--- src/rtl/led_pwm_bank.sv ---
// Bank of LED drivers sharing one prescaler and PWM period counter; config is double-buffered
// and applied at PWM period boundaries. Optional gamma mapping of PWM duty: define LED_GAMMA_EN.
module led_pwm_bank #(
  parameter int CHANNELS = 16,
  parameter int DUTY_W   = 8,
  parameter int PRESC_W  = 16,
  localparam int CH_W    = (CHANNELS > 1) ? $clog2(CHANNELS) : 1
) (
  input  logic                clk,
  input  logic                reset,
  input  logic [PRESC_W-1:0]  prescale,
  input  logic                wr_valid,
  input  logic [CH_W-1:0]     wr_ch,
  input  logic [1:0]          wr_mode,
  input  logic [DUTY_W-1:0]   wr_duty,
  output logic                wr_err,
  output logic                period_tick,
  output logic [CHANNELS-1:0] led_out
);

  typedef enum logic [1:0] {
    MODE_OFF   = 2'd0,
    MODE_ON    = 2'd1,
    MODE_PWM   = 2'd2,
    MODE_BLINK = 2'd3
  } mode_e;

  localparam logic [DUTY_W-1:0] DUTY_MAX = '1;
  localparam logic [CH_W:0]     NCH      = (CH_W+1)'(CHANNELS);

`ifdef LED_GAMMA_EN
  function automatic logic [DUTY_W-1:0] gamma(input logic [DUTY_W-1:0] duty);
    logic [2*DUTY_W-1:0] prod;
    prod  = (2*DUTY_W)'(duty) * (2*DUTY_W)'(duty);
    gamma = prod[2*DUTY_W-1:DUTY_W];
  endfunction
`endif

  logic [PRESC_W-1:0]  presc_q;
  logic [DUTY_W-1:0]   pwm_q;
  mode_e               sh_mode_q   [CHANNELS];
  logic [DUTY_W-1:0]   sh_duty_q   [CHANNELS];
  mode_e               act_mode_q  [CHANNELS];
  logic [DUTY_W-1:0]   act_duty_q  [CHANNELS];
  logic [DUTY_W-1:0]   blink_cnt_q [CHANNELS];
  logic [CHANNELS-1:0] blink_ph_q;
  logic [CHANNELS-1:0] led_q;
  logic                wr_err_q;
  logic                ptick_q;

  logic                tick;
  logic                boundary;
  logic                in_range;
  logic [CHANNELS-1:0] wr_hit;
  mode_e               nxt_mode    [CHANNELS];
  logic [DUTY_W-1:0]   nxt_duty    [CHANNELS];
  logic [DUTY_W-1:0]   load_duty   [CHANNELS];
  logic [CHANNELS-1:0] led_d;

  assign tick     = (presc_q == prescale);
  assign boundary = tick && (pwm_q == DUTY_MAX);
  assign in_range = ({1'b0, wr_ch} < NCH);

  always_comb begin
    wr_hit = '0;
    for (int i = 0; i < CHANNELS; i++) begin
      wr_hit[i] = wr_valid && in_range && (wr_ch == CH_W'(i));
    end
  end

  // Value each channel would load at a boundary; a same-cycle write bypasses the shadow.
  always_comb begin
    for (int i = 0; i < CHANNELS; i++) begin
      nxt_mode[i] = wr_hit[i] ? mode_e'(wr_mode) : sh_mode_q[i];
      nxt_duty[i] = wr_hit[i] ? wr_duty : sh_duty_q[i];
`ifdef LED_GAMMA_EN
      load_duty[i] = (nxt_mode[i] == MODE_PWM) ? gamma(nxt_duty[i]) : nxt_duty[i];
`else
      load_duty[i] = nxt_duty[i];
`endif
    end
  end

  always_comb begin
    led_d = '0;
    for (int i = 0; i < CHANNELS; i++) begin
      case (act_mode_q[i])
        MODE_ON:    led_d[i] = 1'b1;
        MODE_PWM:   led_d[i] = (pwm_q < act_duty_q[i]);
        MODE_BLINK: led_d[i] = blink_ph_q[i];
        default:    led_d[i] = 1'b0;
      endcase
    end
  end

  always_ff @(posedge clk) begin
    if (reset) begin
      presc_q    <= '0;
      pwm_q      <= '0;
      blink_ph_q <= '0;
      led_q      <= '0;
      wr_err_q   <= 1'b0;
      ptick_q    <= 1'b0;
      for (int i = 0; i < CHANNELS; i++) begin
        sh_mode_q[i]   <= MODE_OFF;
        sh_duty_q[i]   <= '0;
        act_mode_q[i]  <= MODE_OFF;
        act_duty_q[i]  <= '0;
        blink_cnt_q[i] <= '0;
      end
    end else begin
      presc_q  <= tick ? '0 : presc_q + 1'b1;
      if (tick) pwm_q <= pwm_q + 1'b1;
      ptick_q  <= boundary;
      wr_err_q <= wr_valid && !in_range;
      led_q    <= led_d;
      for (int i = 0; i < CHANNELS; i++) begin
        if (wr_hit[i]) begin
          sh_mode_q[i] <= mode_e'(wr_mode);
          sh_duty_q[i] <= wr_duty;
        end
        if (boundary) begin
          act_mode_q[i] <= nxt_mode[i];
          act_duty_q[i] <= load_duty[i];
          // Entering BLINK restarts the blink phase from low.
          if (nxt_mode[i] == MODE_BLINK && act_mode_q[i] != MODE_BLINK) begin
            blink_cnt_q[i] <= '0;
            blink_ph_q[i]  <= 1'b0;
          end else if (blink_cnt_q[i] == act_duty_q[i]) begin
            blink_cnt_q[i] <= '0;
            blink_ph_q[i]  <= ~blink_ph_q[i];
          end else begin
            blink_cnt_q[i] <= blink_cnt_q[i] + 1'b1;
          end
        end
      end
    end
  end

  assign led_out     = led_q;
  assign wr_err      = wr_err_q;
  assign period_tick = ptick_q;

endmodule

--- config.mk ---
export PLATFORM = sky130hd
export DESIGN_NAME = led_pwm_bank
export DESIGN_NICKNAME = d
export VERILOG_FILES = /design/src/rtl/led_pwm_bank.sv
export SDC_FILE = /design/constraint.sdc
export NUM_CORES = 1
export LEC_CHECK = 0
export CORE_AREA = 2 2 154 306
export CTS_CLUSTER_SIZE = 16
export DETAILED_ROUTE_END_ITERATION = 7
export DIE_AREA = 0 0 156 308
export PLACE_DENSITY = 0.74
export SLEW_MARGIN = 20
export SYNTH_ARGS = -nofsm -noshare
export SYNTH_HDL_FRONTEND = slang
export SYNTH_SLANG_ARGS = --single-unit
--- constraint.sdc ---
create_clock -name clk -period 17.97 [get_ports clk]
set_clock_uncertainty 0.05 [all_clocks]
set_input_delay 4.4925 -clock clk [delete_from_list [all_inputs] [get_ports clk]]
set_output_delay 4.4925 -clock clk [all_outputs]
set_load 0.01 [all_outputs]
==> flow_metrics.tcl, run 1 <==
set metrics [dict create \
    ys_seq_area_share_pct 53.88 \
    wire_per_inst_um 22.59 \
    sw_frac_of_total_pct 23.70 \
    placed_cells 3035 \
    async_flop_share_pct 0 \
    cts_buffer_depth 3 \
    via_count 19370 \
    grt_first_pass_wirelength_mm 107.3 \
    crit_family "buffers and inverters" \
    peakVddDrop_mv 0.07007 \
    tightestPinTransition_ps 1145 \
    cts-resized-gates 0 \
    ctsHoldBuffers 0 \
    crit_arrival_ps 8880 \
    hold_viol_final 0 \
    dp_slack_ps 8357 \
    syn_nets 2684 \
    track_usage_pct 29.39 \
    synthCells 2521 \
    wl_mm 70.37 \
    via_per_inst 6.217 \
    io_buffers 49 \
    grt_max_degree 91 \
    synth_edf_count 448 \
    area_delta_synth_final_pct 8.314 \
    setup_viol 0 \
    path_class "primary input to flip-flop" \
    setup_ws_ps 9228 \
    worst_setup_path_end_kind "flip-flop" \
    ios 51 \
    antenna_found_initial 0 \
    synth.avg_cell_area_um2 10.75 \
    leakagePower_uw 0.01113 \
    dp_hpwl_mm 45.29 \
    p_int_uw 1977 \
    powerDensity_nw_per_um2 88.29 \
    min_path_type "flip-flop to flip-flop" \
    syn_area_um2 27090 \
    fillers 3466 \
    drt_iter0_markers 1727 \
    dieArea_um2 48050 \
    dr.pass1.iters 6 \
    gp_congestion 0.8585 \
    p_switching_uw 613.8 \
    drive_gt1_share_pct 8.317 \
    grt_overflow 0 \
    startpoint_type "primary input" \
    die_w_um 156 \
    initial_core_util_pct 59.28 \
    grt_pass1_vias 19750 \
    core_um2 45690 \
    slowest_delay_ps 860 \
    slew_viol_final 0 \
    power_frac_comb_pct 7.7 \
    tritoncts "done" \
    max_cap_viol_count 0 \
    final_cells 3115 \
    cts_root_buffer "clkbuf_16" \
    max_freq_ghz 0.1144 \
    row_count 111 \
    p_clk_share_pct 39.0 \
    nets 2679 \
    slew_headroom_pct 23.64 \
    drcViolationCount 0 \
    crit_fanout 90 \
    post-route-util_pct 64.21 \
    final.period_utilization_pct 48.65 \
    die_h_um 308 \
    clk_pin_slew_worst_paths_ps 70 \
    rsz0062_at_grt "false" \
    htree_levels 2 \
    post-cts-setup-buffers 0 \
    cpMaxStageDelayCell "buf_4" \
    min_period_ps 8742 \
    clock_latency_ps 570 \
    fin_tns_setup_ps 0 \
    cts_made_buffers 44 \
    ant_nets 0 \
    status "finished clean" \
    ys_seq_elements 505 \
    worstPathRequired_ps 18110 \
    cpMostUsedCell "buf_4" \
    pwr-share-seq_pct 53.3 \
    path_cells "clkdlybuf4s50_1 > xor2_1 > nor4_1 > nand4_1 > buf_4 > or2_2 > nand2b_4 > buf_4 > buf_6" \
    critPathBufInv 4 \
    ys.flop_type "edfxtp_1" \
    synthDistinctLibCells 41 \
    yosysWarnings 0 \
    clkSinkCount 505 \
]
==> metrics by stage <==
stage	instance area, µm²	hold WS, ps	total power (µW)
after global routing	29340	476.1	2661
after detailed placement	27830	438.8	1601
final	29340	453.1	2590
after global placement	27830	418.6	1592
after CTS	29330	449.6	2592
after floorplan	27090	397.4	1535
==> Yosys cell counts (36+ instances only) <==
cell type	instances	area, µm²
edfxtp_1	448	13450
clkbuf_1	93	349.1
nand2b_1	78	488.0
nand3_1	74	370.4
inv_1	160	600.6
xor2_1	220	1927
and3_1	36	225.2
a21oi_1	182	910.9
dfxtp_1	57	1141
nor4_1	36	225.2
ha_1	130	1627
nor2_1	173	649.4
nand2_1	396	1486
nor3_2	109	1091
==> flip-flops by register name (all words and copies together), names as in the netlist <==
signal       count
act_mode_q      32
period_tick      1
act_duty_q     128
sh_duty_q      128
blink_ph_q      16
sh_mode_q       32
presc_q         16
blink_cnt_q    128
pwm_q            8
led_out         16
==> cells in the final DEF (no fill, tap or decap), types with 4 or more instances in the layout <==
cell,netlist,layout
edfxtp_1,448,448
nor3_1,35,35
buf_4,1,21
clkbuf_1,93,6
xor2_1,220,220
or2_2,5,5
o31a_1,32,32
ha_1,130,130
a211oi_1,32,32
clkinv_2,0,8
clkinv_1,0,5
nand2_1,396,396
o32ai_1,16,16
xnor2_1,35,35
bufinv_16,0,7
a2111oi_0,16,16
nand4_1,4,4
dfxtp_1,57,54
and3_1,36,36
a21oi_1,182,182
a221oi_1,16,16
nor4_1,36,36
nor2_1,173,173
clkdlybuf4s50_1,0,48
o31ai_1,5,5
or4_1,21,21
o211ai_1,16,16
a21o_1,32,32
nand2b_1,78,77
clkbuf_16,0,45
nor3_2,109,109
nand3_1,74,74
inv_1,160,160
o21ai_0,17,17
==> logic make-up (layout without fill, tap and decap cells) <==
kind of cell             count (synthesis)  in the layout  synth area share, %
adder cells (fa/ha/maj)                130            130                6.005
multiplexers                             1              1              0.03695
XOR/XNOR                               255            255                8.245
flip-flops                             505            505                53.88
buffers and inverters                  283            311                4.600
AND/OR/NAND/NOR                        982            982                18.61
other                                    1              2              0.01384
AO/OA/AOI/OAI                          364            364                8.619
==> power by group through the flow <==
stage / sequential, µW / clock (µW) / combinational [µW]
after floorplan: 1400 / 0 / 132
after global placement: 1400 / 0 / 188
after detailed placement: 1410 / 0 / 195
after CTS: 1380 / 1010 / 197
after global routing: 1390 / 1060 / 216
final: 1380 / 1010 / 199
==> worst paths after layout <==
path / startpoint / end / slack (ps) / cells after the start
max: prescale[9] / blink_cnt_q[1][26]$_SDFFCE_PP0P_ / 9230 / 9
min: blink_ph_q[9]$_SDFFE_PP0P_ / blink_ph_q[9]$_SDFFE_PP0P_ / 450 / 2
min reg2reg: blink_ph_q[9]$_SDFFE_PP0P_ / blink_ph_q[9]$_SDFFE_PP0P_ / 450 / 2
max reg2reg: pwm_q[2]$_SDFFE_PP0P_ / blink_cnt_q[1][26]$_SDFFCE_PP0P_ / 13150 / 7
==> metal layers <==
layer / GRT usage (%) / up-vias / part of all wire [%]
met2: 51.83 / 856 / 51
li1: - / 8858 / -
met4: 20.57 / 0 / 8.3
met3: 3.990 / 309 / 7.4
met1: 32.39 / 9342 / 34
met5: 0 / - / 0
==> layout make-up <==
cell class | count | area (µm²) | area share [%]
Antenna cell | 1 | 2.502 | 0.008529
Clock buffer | 54 | 1190 | 4.055
Clock inverter | 25 | 310.3 | 1.058
Inverter | 160 | 600.6 | 2.047
Multi-Input combinational cell | 1733 | 11260 | 38.38
Sequential cell | 505 | 14600 | 49.75
Tap cell | 565 | 706.9 | 2.409
Timing Repair Buffer | 72 | 671.9 | 2.290
==> worst reg2reg max path, stage by stage (launching register included) <==
cell	delay, ps
dfxtp_2	960
nand4_1	290
nor2_1	170
nand3_1	100
or2_2	520
nand2b_4	670
buf_4	860
buf_6	780
(Power assumes the default switching activity.)
==> inputs of run 2 (changes only) <==
- CORE_AREA: 2 2 154 306 -> 2 2 158 314
- DIE_AREA: 0 0 156 308 -> 0 0 160 316
- clock period: 17.97 -> 7.2 ns (I/O delays scaled with it)
==> run 2 against run 1 <==
Effect of this change: sequential cell count is the same; largest cell class unchanged; combinational power grew 150%; critical endpoint is now act_duty_q[1][6]$_SDFFCE_PN0P_; non-clock buffer count grew 2; via count grew 0.90%; die area grew 5.2%.
==> flow_metrics.tcl, run 2 (same netlist as run 1, synthesis figures left out) <==
set metrics [dict create \
    core_um2 48210 \
    min_path_type "flip-flop to flip-flop" \
    status "finished clean" \
    die_w_um 160 \
    ant_nets 0 \
    crit_arrival_ps 5140 \
    reg2reg_from "pwm_q[2]$_SDFFE_PP0P_" \
    grt_first_pass_wirelength_mm 108.9 \
    placed_cells 3110 \
    via_count 19540 \
    slew_viol_final 0 \
    path_class "primary input to flip-flop" \
    wl_mm 70.73 \
    drive_gt1_share_pct 8.874 \
    area_delta_synth_final_pct 9.326 \
    final_common_cell "edfxtp_1" \
    powerDensity_nw_per_um2 221.8 \
    ios 51 \
    die_h_um 316 \
    antenna_found_initial 2 \
    min_period_ps 4971 \
    min_from "blink_ph_q[10]$_SDFFE_PP0P_" \
    via_per_inst 6.114 \
    cts_made_buffers 46 \
    dp_hpwl_mm 46.33 \
    dieArea_um2 50560 \
    grt_max_degree 91 \
    slowest_delay_ps 720 \
    design_area_um2 29610 \
    reg_top3 "act_duty_q: 128 flops, blink_cnt_q: 128 flops, sh_duty_q: 128 flops" \
    startpoint_type "primary input" \
    tritoncts "done" \
    clkSinkCount 505 \
    grt_overflow 0 \
    max_cap_viol_count 0 \
    n_antenna_cell 0 \
    leakagePower_uw 0.01122 \
    final_cell_mix "edfxtp_1 (448), nand2_1 (396), xor2_1 (220), a21oi_1 (182), nor2_1 (173)" \
    cpMostUsedCell "buf_4" \
    path_cells "clkdlybuf4s50_1 > xor2_1 > nor4_1 > nand4_1 > buf_4 > or2_2 > nand2b_4 > buf_4" \
    track_usage_pct 28.02 \
    cpMaxStageDelayCell "nand2b_4" \
    drt_iter0_markers 1653 \
    slew_headroom_pct 30.72 \
    setup_viol 0 \
    nets 2683 \
    final.period_utilization_pct 69.05 \
    r2r_cells 6 \
    cts_buffer_depth 3 \
    final_cells 3196 \
    max_freq_ghz 0.2011 \
    worstPathRequired_ps 7370 \
    clk_pin_slew_worst_paths_ps 70 \
    crit_fanout 53 \
    row_count 114 \
    cts_root_buffer "clkbuf_16" \
    fin_tns_setup_ps 0 \
    ctsHoldBuffers 0 \
    grt_pass1_vias 20250 \
    wire_per_inst_um 22.13 \
    post-cts-setup-buffers 0 \
    io_buffers 49 \
    htree_levels 2 \
    drcViolationCount 0 \
    fillers 3945 \
    dpl-instance-area_um2 28000 \
    dr.pass1.iters 5 \
    peakVddDrop_mv 0.1548 \
    holdPathStages 2 \
    worst_setup_path_end_kind "flip-flop" \
    cts-resized-gates 0 \
    rsz0062_at_grt "false" \
    hold_viol_final 0 \
    gp_congestion 0.8666 \
    initial_core_util_pct 56.19 \
    clock_latency_ps 580 \
    critPathLaunch "prescale[9]" \
    tightestPinTransition_ps 1037 \
]
[run 2: cell types whose count changed in the layout (fill, tap and decap cells not counted), sizes merged]
cell and change:
bufinv -2, buf +2, diode -1, clkinv -1, clkinvlp +2, inv +3
clkbuf +5
[run 2: layer usage]
layer,global-route usage [%],part of all wire [%],up-vias
met5,0,0.034,-
met4,21.46,8.6,4
met3,4.788,7.8,361
met2,50.15,51,922
met1,29.24,33,9372
li1,-,-,8880
[run 2: path summary, 6_finish.rpt]
check             slack, ps                        endpoint
setup reg to reg       3400  act_duty_q[1][6]$_SDFFCE_PN0P_
hold / removal          440     blink_ph_q[10]$_SDFFE_PP0P_
hold reg to reg         440     blink_ph_q[10]$_SDFFE_PP0P_
setup / recovery       2230  act_duty_q[1][6]$_SDFFCE_PN0P_
[run 2: worst max-delay path, delay by kind of cell]
kind	cells	cell delay (ps)
xor+xnor	1	140
buf+inv	3	1280
simple gates	4	1850
[run 2: per-stage QoR]
step / util (%) / hold slack, ps / total power, µW / worst slack (ps)
floorplan: - / 397.4 / 3818 / 338.6
CTS: 61.43 / 442.7 / 6579 / 2279
detailed placement: 58.07 / 425.8 / 4002 / 1695
global placement: 58.07 / 417.7 / 3981 / 1714
finish: 61.43 / 439.8 / 6569 / 2229
global route: 61.43 / 466.8 / 6746 / 2123
[run 2: final cells by class]
cell class	count	area (µm²)	share of cell area [%]
repair buffers	74	738.2	2.493
inverters	160	600.6	2.028
clock buffers	59	1325	4.474
multi-input cells	1733	11260	38.02
well taps	638	798.3	2.696
clock inverters	27	291.5	0.9844
flip-flops and latches	505	14600	49.30
[run 2: power by group]
part | total [µW] | leakage [µW] | switching (µW) | internal [µW]
Combinational | 497 | 0.00551 | 331 | 167
Clock | 2620 | 0.000790 | 1130 | 1490
Sequential | 3450 | 0.00491 | 113 | 3340
Total | 6570 | 0.0112 | 1570 | 5000
==> inputs of run 3 (changes only) <==
- clock period: 7.2 -> 4.2 ns (I/O delays scaled with it)
==> run 3 against run 2 <==
Effect of this change: via count up 1.1%; critical path depth unchanged; clock-buffer cell count down 2; global-route usage up 0.78 points; largest power group unchanged; non-clock buffer count up 48; sequential cell count unchanged; critical endpoint is now blink_cnt_q[0][59]$_SDFFCE_PN0P_; total power up 68%.
==> flow_metrics.tcl, run 3 (same netlist as run 1, synthesis figures left out) <==
set metrics [dict create \
    crit_cells 8 \
    n_antenna_cell 0 \
    io_buffers 49 \
    cts_made_buffers 45 \
    multi_input_area_um2 11260 \
    via_count 19750 \
    final-seq-area_um2 14590 \
    leakagePower_uw 0.01144 \
    grt_overflow 0 \
    ctsHoldBuffers 0 \
    gp_congestion 0.8938 \
    crit_fanout 58 \
    final_cell_mix "edfxtp_1 (448), nand2_1 (396), xor2_1 (220), a21oi_1 (182), nor2_1 (173)" \
    peakVddDrop_mv 0.3042 \
    powerDensity_nw_per_um2 369.4 \
    track_usage_pct 28.80 \
    grt_pass1_vias 20430 \
    hold_viol_final 0 \
    min_period_ps 3325 \
    critPathBufInv 3 \
    core_um2 48210 \
    nets 2730 \
    drcViolationCount 0 \
    cpMaxStageDelayCell "or3_4" \
    tightestPinTransition_ps 794.3 \
    fin_tns_setup_ps 0 \
    grt_first_pass_wirelength_mm 111.2 \
    row_count 114 \
    die_w_um 160 \
    wl_mm 72.85 \
    cts-resized-gates 0 \
    grt_max_degree 114 \
    final.period_utilization_pct 79.16 \
    max_freq_ghz 0.3008 \
    status "finished clean" \
    design_area_um2 29970 \
    dp_hpwl_mm 48.45 \
    dr.pass1.iters 6 \
    antenna_found_initial 1 \
    cts_root_buffer "clkbuf_16" \
    slew_viol_final 0 \
    area_delta_synth_final_pct 10.62 \
    ant_nets 0 \
    worst_setup_path_end_kind "flip-flop" \
    min_path_type "flip-flop to flip-flop" \
    initial_core_util_pct 56.19 \
    startpoint_type "primary input" \
    tritoncts "done" \
    clk_pin_slew_worst_paths_ps 70 \
    clock_latency_ps 580 \
    final_common_cell "edfxtp_1" \
    post-cts-setup-buffers 0 \
    r2r_cells 7 \
    crit_arrival_ps 3680 \
    rsz0062_at_grt "false" \
    cts_buffer_depth 3 \
    fillers 3808 \
    cpMostUsedCell "buf_12" \
    htree_levels 2 \
    final_cells 3242 \
    via_per_inst 6.092 \
    reg_top3 "act_duty_q: 128 flops, blink_cnt_q: 128 flops, sh_duty_q: 128 flops" \
    path_cells "clkdlybuf4s50_1 > xor2_1 > nor4_1 > nand4_1 > buf_12 > or3_4 > buf_12 > nor3_1" \
    holdPathStages 2 \
    slowest_delay_ps 640 \
    clkSinkCount 505 \
    ios 51 \
    path_class "primary input to flip-flop" \
    die_h_um 316 \
    worstPathRequired_ps 4550 \
    crit_family "simple AND/OR/NAND/NOR gates" \
    wire_per_inst_um 22.47 \
    drt_iter0_markers 1615 \
    dieArea_um2 50560 \
    max_cap_viol_count 0 \
    dpl-instance-area_um2 28450 \
    setup_viol 0 \
    placed_cells 3158 \
    drive_gt1_share_pct 10.25 \
    slew_headroom_pct 46.85 \
]
-- run 3: cell count changes in the layout (fill, tap and decap cells not counted), sizes merged --
cell,before,now
clkinv,15,18
clkbuf,59,57
buf,26,74
bufinv,5,3
clkinvlp,4,3
-- run 3: worst reg2reg max path, cell delays in order (launching register included) --
cell and delay [ps]:
dfxtp_1 320, buf_4 460, nand4_1 300, nor2_1 190, nand3_1 270, or3_4 670
buf_12 300, nor3_1 280
-- run 3: metal layers --
metal / share of wire, % / vias to the layer above / global-route usage, %
met1: 32 / 9434 / 29.56
met3: 7.5 / 373 / 4.040
met5: 0.014 / - / 0
met2: 51 / 969 / 52.12
li1: - / 8971 / -
met4: 9.5 / 2 / 23.36
-- run 3: stage by stage --
step	total power (µW)	hold slack [ps]	util [%]	setup slack, ps
finish	11070	440.4	62.15	875.4
global route	11370	461.0	62.15	696.5
CTS	11100	443.0	62.15	860.5
detailed placement	6896	430.4	59.02	250.6
global placement	6852	416.3	59.02	389.8
floorplan	6535	397.4	-	-300.0
-- run 3: area by class of cell --
| type | count | area share (%) |
|---|---|---|
| Inverter | 160 | 2.004 |
| Clock inverter | 27 | 0.7808 |
| Sequential cell | 505 | 48.70 |
| Tap cell | 638 | 2.664 |
| Timing Repair Buffer | 122 | 4.000 |
| Multi-Input combinational cell | 1733 | 37.59 |
| Clock buffer | 57 | 4.259 |
-- run 3: power breakdown --
group          internal (µW)  leakage (µW)  switching [µW]  total, µW
clock network           2360      0.000749            1900       4260
registers               5720       0.00491             190       5910
logic                    310       0.00578             585        895
-- run 3: final timing paths --
path | to | start | slack (ps)
worst max-delay path | blink_cnt_q[0][59]$_SDFFCE_PN0P_ | prescale[12] | 880
worst min-delay path | blink_ph_q[2]$_SDFFE_PP0P_ | blink_ph_q[2]$_SDFFE_PP0P_ | 440
worst max register to register | blink_cnt_q[0][59]$_SDFFCE_PN0P_ | pwm_q[3]$_SDFFE_PP0P_ | 1200
worst min register to register | blink_ph_q[2]$_SDFFE_PP0P_ | blink_ph_q[2]$_SDFFE_PP0P_ | 440
